File: config.mk
export PLATFORM = sky130hd
export DESIGN_NAME = bagging_feeder
export DESIGN_NICKNAME = d
export VERILOG_FILES = /design/src/rtl/bagging_feeder.sv
export SDC_FILE = /design/constraint.sdc
export NUM_CORES = 2
export LEC_CHECK = 0
export ABC_AREA = 0
export ABC_CLOCK_PERIOD_IN_PS = 8580
export CAP_MARGIN = 25
export CELL_PAD_IN_SITES_DETAIL_PLACEMENT = 0
export CELL_PAD_IN_SITES_GLOBAL_PLACEMENT = 1
export CORE_MARGIN = 1
export CORE_UTILIZATION = 57
export CTS_BUF_LIST = sky130_fd_sc_hd__clkbuf_16
export DETAILED_ROUTE_END_ITERATION = 16
export GPL_TIMING_DRIVEN = 0
export PLACE_DENSITY = 0.94
export SLEW_MARGIN = 20
export SYNTH_ARGS = -nofsm -noshare
export SYNTH_HDL_FRONTEND = slang
export SYNTH_SLANG_ARGS = --single-unit
File: constraint.sdc
create_clock -name clk -period 8.58 [get_ports clk]
set_input_delay 0.858 -clock clk [delete_from_list [all_inputs] [get_ports clk]]
set_output_delay 0.858 -clock clk [all_outputs]
set_load 0.01 [all_outputs]
File: src/rtl/bagging_feeder.sv
// bagging_feeder: buffers one serial feature vector, then runs each base learner in turn
// (start pulse, N_FEAT feature/weight beats with the bias held, result capture) and hands
// the collected decision vector to the vote stage.
// Ports:
//   clk, rst            clock, asynchronous active-low reset
//   cfg_*               weight/bias write port, accepted only while cfg_ready (LOAD)
//   s_valid/ready/data/last  serial feature input
//   en, data, weight, bias, lr_sel  learner drive; lr_ready, lr_result  learner answer
//   out_valid/ready/results  decision vector to the vote stage
//   err                 sticky watchdog flag (FEEDER_TIMEOUT_EN), otherwise tied to 0
// Optional feature macro: FEEDER_TIMEOUT_EN enables the WAIT-state watchdog.
module bagging_feeder #(
    parameter int N_FEAT  = 30,
    parameter int N_LEARN = 3,
    parameter int AW      = 5,
    parameter int LW      = 2
) (
    input  logic                 clk,
    input  logic                 rst,
    input  logic                 cfg_we,
    input  logic                 cfg_bias_we,
    input  logic [LW-1:0]        cfg_learner,
    input  logic [AW-1:0]        cfg_addr,
    input  logic [8:0]           cfg_wdata,
    output logic                 cfg_ready,
    input  logic                 s_valid,
    output logic                 s_ready,
    input  logic [1:0]           s_data,
    input  logic                 s_last,
    output logic                 en,
    output logic [1:0]           data,
    output logic [8:0]           weight,
    output logic [8:0]           bias,
    output logic [LW-1:0]        lr_sel,
    input  logic                 lr_ready,
    input  logic [1:0]           lr_result,
    output logic                 out_valid,
    input  logic                 out_ready,
    output logic [2*N_LEARN-1:0] out_results,
    output logic                 err
);
    typedef enum logic [2:0] {LOAD, FIRE, STREAM, WAIT, DONE} state_t;
    state_t               state_q;
    logic [AW-1:0]        cnt_q;
    logic [LW-1:0]        lr_sel_q;
    logic [1:0]           feat_q [N_FEAT];
    logic [8:0]           w_q [N_LEARN][N_FEAT];
    logic [8:0]           b_q [N_LEARN];
    logic                 s_ready_q, cfg_ready_q, en_q, out_valid_q;
    logic [1:0]           data_q;
    logic [8:0]           weight_q, bias_q;
    logic [2*N_LEARN-1:0] res_q;
    logic                 accept, load_done, cfg_ok, timeout, answered;
    logic [1:0]           answer;

    assign accept    = s_valid && s_ready_q;
    assign load_done = accept && (s_last || cnt_q == AW'(N_FEAT - 1));
    assign cfg_ok    = cfg_ready_q && ({1'b0, cfg_learner} < (LW + 1)'(N_LEARN))
                                   && ({1'b0, cfg_addr} < (AW + 1)'(N_FEAT));
    // A watchdog expiry advances the sequence exactly like an answer of 2'b00.
    assign answered  = lr_ready || timeout;
    assign answer    = lr_ready ? lr_result : 2'b00;

`ifdef FEEDER_TIMEOUT_EN
    logic [7:0] wd_q;
    logic       err_q;
    // wd_q counts completed WAIT cycles; 254 means this edge closes the 255th.
    assign timeout = !lr_ready && wd_q == 8'd254;
    assign err     = err_q;
    always_ff @(posedge clk or negedge rst) begin
        if (!rst) begin
            wd_q  <= '0;
            err_q <= 1'b0;
        end else begin
            wd_q <= (state_q == WAIT && !lr_ready) ? wd_q + 8'd1 : 8'd0;
            if (state_q == WAIT && timeout) err_q <= 1'b1;
        end
    end
`else
    assign timeout = 1'b0;
    assign err     = 1'b0;
`endif

    always_ff @(posedge clk or negedge rst) begin
        if (!rst) begin
            state_q     <= LOAD;
            cnt_q       <= '0;
            lr_sel_q    <= '0;
            s_ready_q   <= 1'b0;
            cfg_ready_q <= 1'b0;
            en_q        <= 1'b0;
            data_q      <= '0;
            weight_q    <= '0;
            bias_q      <= '0;
            out_valid_q <= 1'b0;
            res_q       <= '0;
            for (int i = 0; i < N_FEAT; i++) feat_q[i] <= '0;
            for (int k = 0; k < N_LEARN; k++) begin
                b_q[k] <= '0;
                for (int i = 0; i < N_FEAT; i++) w_q[k][i] <= '0;
            end
        end else begin
            if (cfg_ok && cfg_bias_we) b_q[cfg_learner] <= cfg_wdata;
            else if (cfg_ok && cfg_we) w_q[cfg_learner][cfg_addr] <= cfg_wdata;
            case (state_q)
                LOAD: begin
                    s_ready_q   <= !load_done;
                    cfg_ready_q <= !load_done;
                    // Write the accepted beat; an early s_last zero-fills the tail.
                    for (int i = 0; i < N_FEAT; i++)
                        if (accept && AW'(i) == cnt_q) feat_q[i] <= s_data;
                        else if (load_done && AW'(i) > cnt_q) feat_q[i] <= '0;
                    if (accept) cnt_q <= cnt_q + 1'b1;
                    if (load_done) begin
                        state_q  <= FIRE;
                        cnt_q    <= '0;
                        lr_sel_q <= '0;
                        en_q     <= 1'b1;
                        bias_q   <= b_q[0];
                    end
                end
                FIRE: begin
                    en_q     <= 1'b0;
                    data_q   <= feat_q[0];
                    weight_q <= w_q[lr_sel_q][0];
                    cnt_q    <= '0;
                    state_q  <= STREAM;
                end
                STREAM: begin
                    // cnt_q is the index of the beat currently on the outputs.
                    if (cnt_q == AW'(N_FEAT - 1)) begin
                        data_q   <= '0;
                        weight_q <= '0;
                        cnt_q    <= '0;
                        state_q  <= WAIT;
                    end else begin
                        data_q   <= feat_q[cnt_q + 1'b1];
                        weight_q <= w_q[lr_sel_q][cnt_q + 1'b1];
                        cnt_q    <= cnt_q + 1'b1;
                    end
                end
                WAIT: begin
                    if (answered) begin
                        res_q[2*lr_sel_q +: 2] <= answer;
                        if (lr_sel_q == LW'(N_LEARN - 1)) begin
                            out_valid_q <= 1'b1;
                            state_q     <= DONE;
                        end else begin
                            lr_sel_q <= lr_sel_q + 1'b1;
                            bias_q   <= b_q[lr_sel_q + 1'b1];
                            en_q     <= 1'b1;
                            state_q  <= FIRE;
                        end
                    end
                end
                DONE: begin
                    if (out_ready) begin
                        out_valid_q <= 1'b0;
                        s_ready_q   <= 1'b1;
                        cfg_ready_q <= 1'b1;
                        state_q     <= LOAD;
                    end
                end
                default: state_q <= LOAD;
            endcase
        end
    end

    assign s_ready     = s_ready_q;
    assign cfg_ready   = cfg_ready_q;
    assign en          = en_q;
    assign data        = data_q;
    assign weight      = weight_q;
    assign bias        = bias_q;
    assign lr_sel      = lr_sel_q;
    assign out_valid   = out_valid_q;
    assign out_results = res_q;
endmodule

==> metrics.yaml <==
drt:
  firstDrtPassIters: 5
  wire_per_inst_um: 35.9
  vias_per_cell: 7.02
  final_antenna_net_count: 0
  initialDrtViolationCount: 4348
  route.vias.total: 31700
  detail_route.drc_violations: 0
  drt_wl_total_mm: 162
worst_setup_path:
  critical_path.max_fanout: 11
  cell_type_of_the_slowest_stage_on_the_worst_timing_path: "clkbuf_1"
  timing.critical_path.buf_inv: 10
  cp_data_arrival_time_ps: 6970
  criticalPathCategory: "reg2reg"
  end_kind: "register"
  required_ps: 9120
  crit_path_max_incr_delay_ps: 860
  worst_setup_path_start_kind: "register"
  crit_family: "buffers and inverters"
  path_cells: "buf_4 > buf_6 > buf_4 > inv_1 > clkbuf_1 > ha_1 > buf_2 > inv_2 > buf_1 > buf_8 > buf_2 > mux2i_1 > o21ai_0 > a31oi_1 > o31ai_1"
yosys:
  ys_dominant_reg_cell: "dfrtp_1"
  yosysTopAreaCellShare_pct: 52.8
  synth.area.top_cells: "dfrtp_1 53%, mux2_1 15%, mux4_2 7.9%, mux2_2 7.0%, mux2i_1 2.5%"
  synthDistinctLibCells: 74
  syn_avg_cell_area_um2: 13.7
  gate_count_of_the_mapped_netlist: 3244
  synth-edff-count: 0
  synthDominantAreaCellType: "dfrtp_1"
  ys_warn_count: 0
  synth_seq_cells: 936
  synth_commonest_cells: "936 x dfrtp_1, 601 x mux2_1, 275 x mux2_2, 227 x nand2_1, 156 x mux4_2"
  synth-async-reset-ratio_pct: 100
  synth_seq_area_share_pct: 52.8
  synth_area_mm2: 0.0444
  syn_nets: 3279
  most_common_cell_in_the_netlist: "dfrtp_1"
layout:
  fillCellCount: 5569
  layoutNonFillerInstCount: 4522
  layout.cell_area.non_filler_mm2: 0.0496
  share_of_final_layout_standard_cells_stronger_than_drive_strength_1_pct: 20.6
  multi_input_area_mm2: 0.0198
  utilization_pct: 64.8
  seq_area_mm2: 0.0234
  area_growth_pct: 11.7
  num-nets-final: 3443
power:
  static-leakage-power_nw: 23.7
  net-switching-power_mw: 4.88
  pwr-share-comb_pct: 31.6
  cell_internal_pwr_mw: 8.06
  pwr-share-clk_pct: 31.9
  sequentialPowerShare_pct: 36.6
  swShare_pct: 37.7
  power_density_mw_per_mm2: 261
  max-vdd-ir-drop_v: 0.000185
  post-layout-total-power_mw: 12.9
cts:
  cts_setup_buffers: 0
  clock-sinks: 936
  clk_pin_slew_worst_paths_ps: 60
  clock_latency_at_the_later_pin_of_the_worst_skew_pair_ps: 690
  cts_buffers: 97
  ctsResizeCount: 0
  number_of_levels_the_h_tree_was_split_into: 3
  ctsLongestPathBuffers: 3
  cts.root.buffer_cell: "clkbuf_16"
  cts_hold_repair.buffers: 0
  cts_tree: "done"
grt:
  grt_usage_pct: 42.0
  first_global_vias: 31500
  wire_length_of_the_first_global_routing_pass_mm: 232
  remaining_global_route_overflow: 0
  initial_antenna_violation_count: 19
  grt_max_degree: 150
min_path:
  holdCritPathClass: "in2async"
placed_design:
  post-dp-hpwl_mm: 114
  globalplace.congestion: 1.05
  placed_cells: 4333
  buffer_ports.inserted: 46
  placement.setup.worst_slack_ps: 2540
  placed_cell_area_mm2: 0.0464
timing:
  period_minus_slack_ps: 6430
  worst_pin_slew_ps: 1260
  fin_skew_ps: 32.1
  final_setup_vio_count: 0
  max_slew_margin_pct: 16.1
  rsz_0062_raised_after_global_routing: "false"
  maxSlewViolCount: 0
  fin_worst_hold_slack_ps: 74.6
  hold_viol: 0
  layout_worst_path_cycle_share_pct: 74.9
  maxClockFrequency_mhz: 156
  timing.final.ws_setup_ps: 2150
  tns_ps: 0
floorplan:
  coreArea_mm2: 0.0765
  area_of_the_die_mm2: 0.0790
  floorplan.io_pins: 61
  dieWidth_um: 281
  die_height_um: 281
  placement_rows: 101
  starting_density_of_the_core_pct: 58.1
flow_run:
  maxCapViolations: 0
outcome:
  status: "finished, final reports clean"
==> cells in the final DEF (no fill, tap or decap), drive strengths merged, types with 9 or more instances in the layout <==
master,netlist,layout
dfrtp,936,936
mux2,876,876
clkbuf,148,245
nand2,227,227
mux4,156,156
nor2,143,143
mux2i,113,113
buf,90,110
o21ai,104,104
a21oi,64,64
clkdlybuf4s50,0,45
inv,14,43
clkinv,0,40
a22oi,36,36
nand3,34,34
a221oi,30,30
a22o,21,21
a31oi,20,20
o211ai,19,19
nor3,17,17
o31ai,15,15
nand2b,13,13
o22ai,13,13
nor2b,12,12
o221ai,9,9
==> cell type report <==
cell class | count | area share (%)
antenna | 7 | 0.0353
buffer | 238 | 2.33
clock buffer | 97 | 4.90
clock inverter | 79 | 1.22
inverter | 14 | 0.106
multi-input combinational | 2056 | 39.9
sequential | 936 | 47.3
tap | 1030 | 2.60
timing repair buffer | 65 | 1.66
==> cell families (layout without fill, tap and decap cells) <==
group	count (synthesis)	in the layout	share of synthesized area, %
XOR/XNOR	6	6	0.178
adder cells (fa/ha/maj)	7	7	0.197
flip-flops	936	936	52.8
AO/OA/AOI/OAI	405	405	6.20
buffers and inverters	252	493	2.71
AND/OR/NAND/NOR	492	492	5.27
other	1	8	0.00845
multiplexers	1145	1145	32.7
==> worst paths after layout <==
| path | from | endpoint | slack (ps) | cells past startpoint |
|---|---|---|---|---|
| setup / recovery | cnt_q[0] | weight[2] | 2150 | 15 |
| hold / removal | rst | w_q[38] | 70 | 1 |
| setup reg to reg | cnt_q[0] | weight[2] | 2150 | 15 |
| hold reg to reg | out_results[4] | out_results[4] | 480 | 2 |
| max in group asynchronous | rst | w_q[377] | 6500 | 4 |
| min in group clk | out_results[4] | out_results[4] | 480 | 2 |
==> registers in the layout, summed over array words and instances (netlist names) <==
name	count
weight	9
state_q	3
cnt_q	5
lr_sel	2
bias	9
data	2
en	1
w_q	810
out_results	6
b_q	27
feat_q	60
cfg_ready	1
out_valid	1
==> power by group through the flow <==
| stage | clock network [mW] | logic, mW | registers [mW] |
|---|---|---|---|
| final | 4.12 | 4.08 | 4.73 |
| after global routing | 4.27 | 4.12 | 4.75 |
| after CTS | 4.12 | 3.87 | 4.73 |
| after detailed placement | 0 | 3.85 | 4.80 |
| after global placement | 0 | 3.81 | 4.82 |
| after floorplan | 0 | 2.04 | 4.79 |
==> routing by layer <==
metal	global-route usage [%]	vias up	wire, µm
li1	-	12400	-
met1	54.9	16700	61200
met4	26.3	14	12300
met2	59.1	2115	68300
met5	0.250	-	95
met3	15.7	561	20400
No activity file was read; power rests on OpenSTA's default activity.
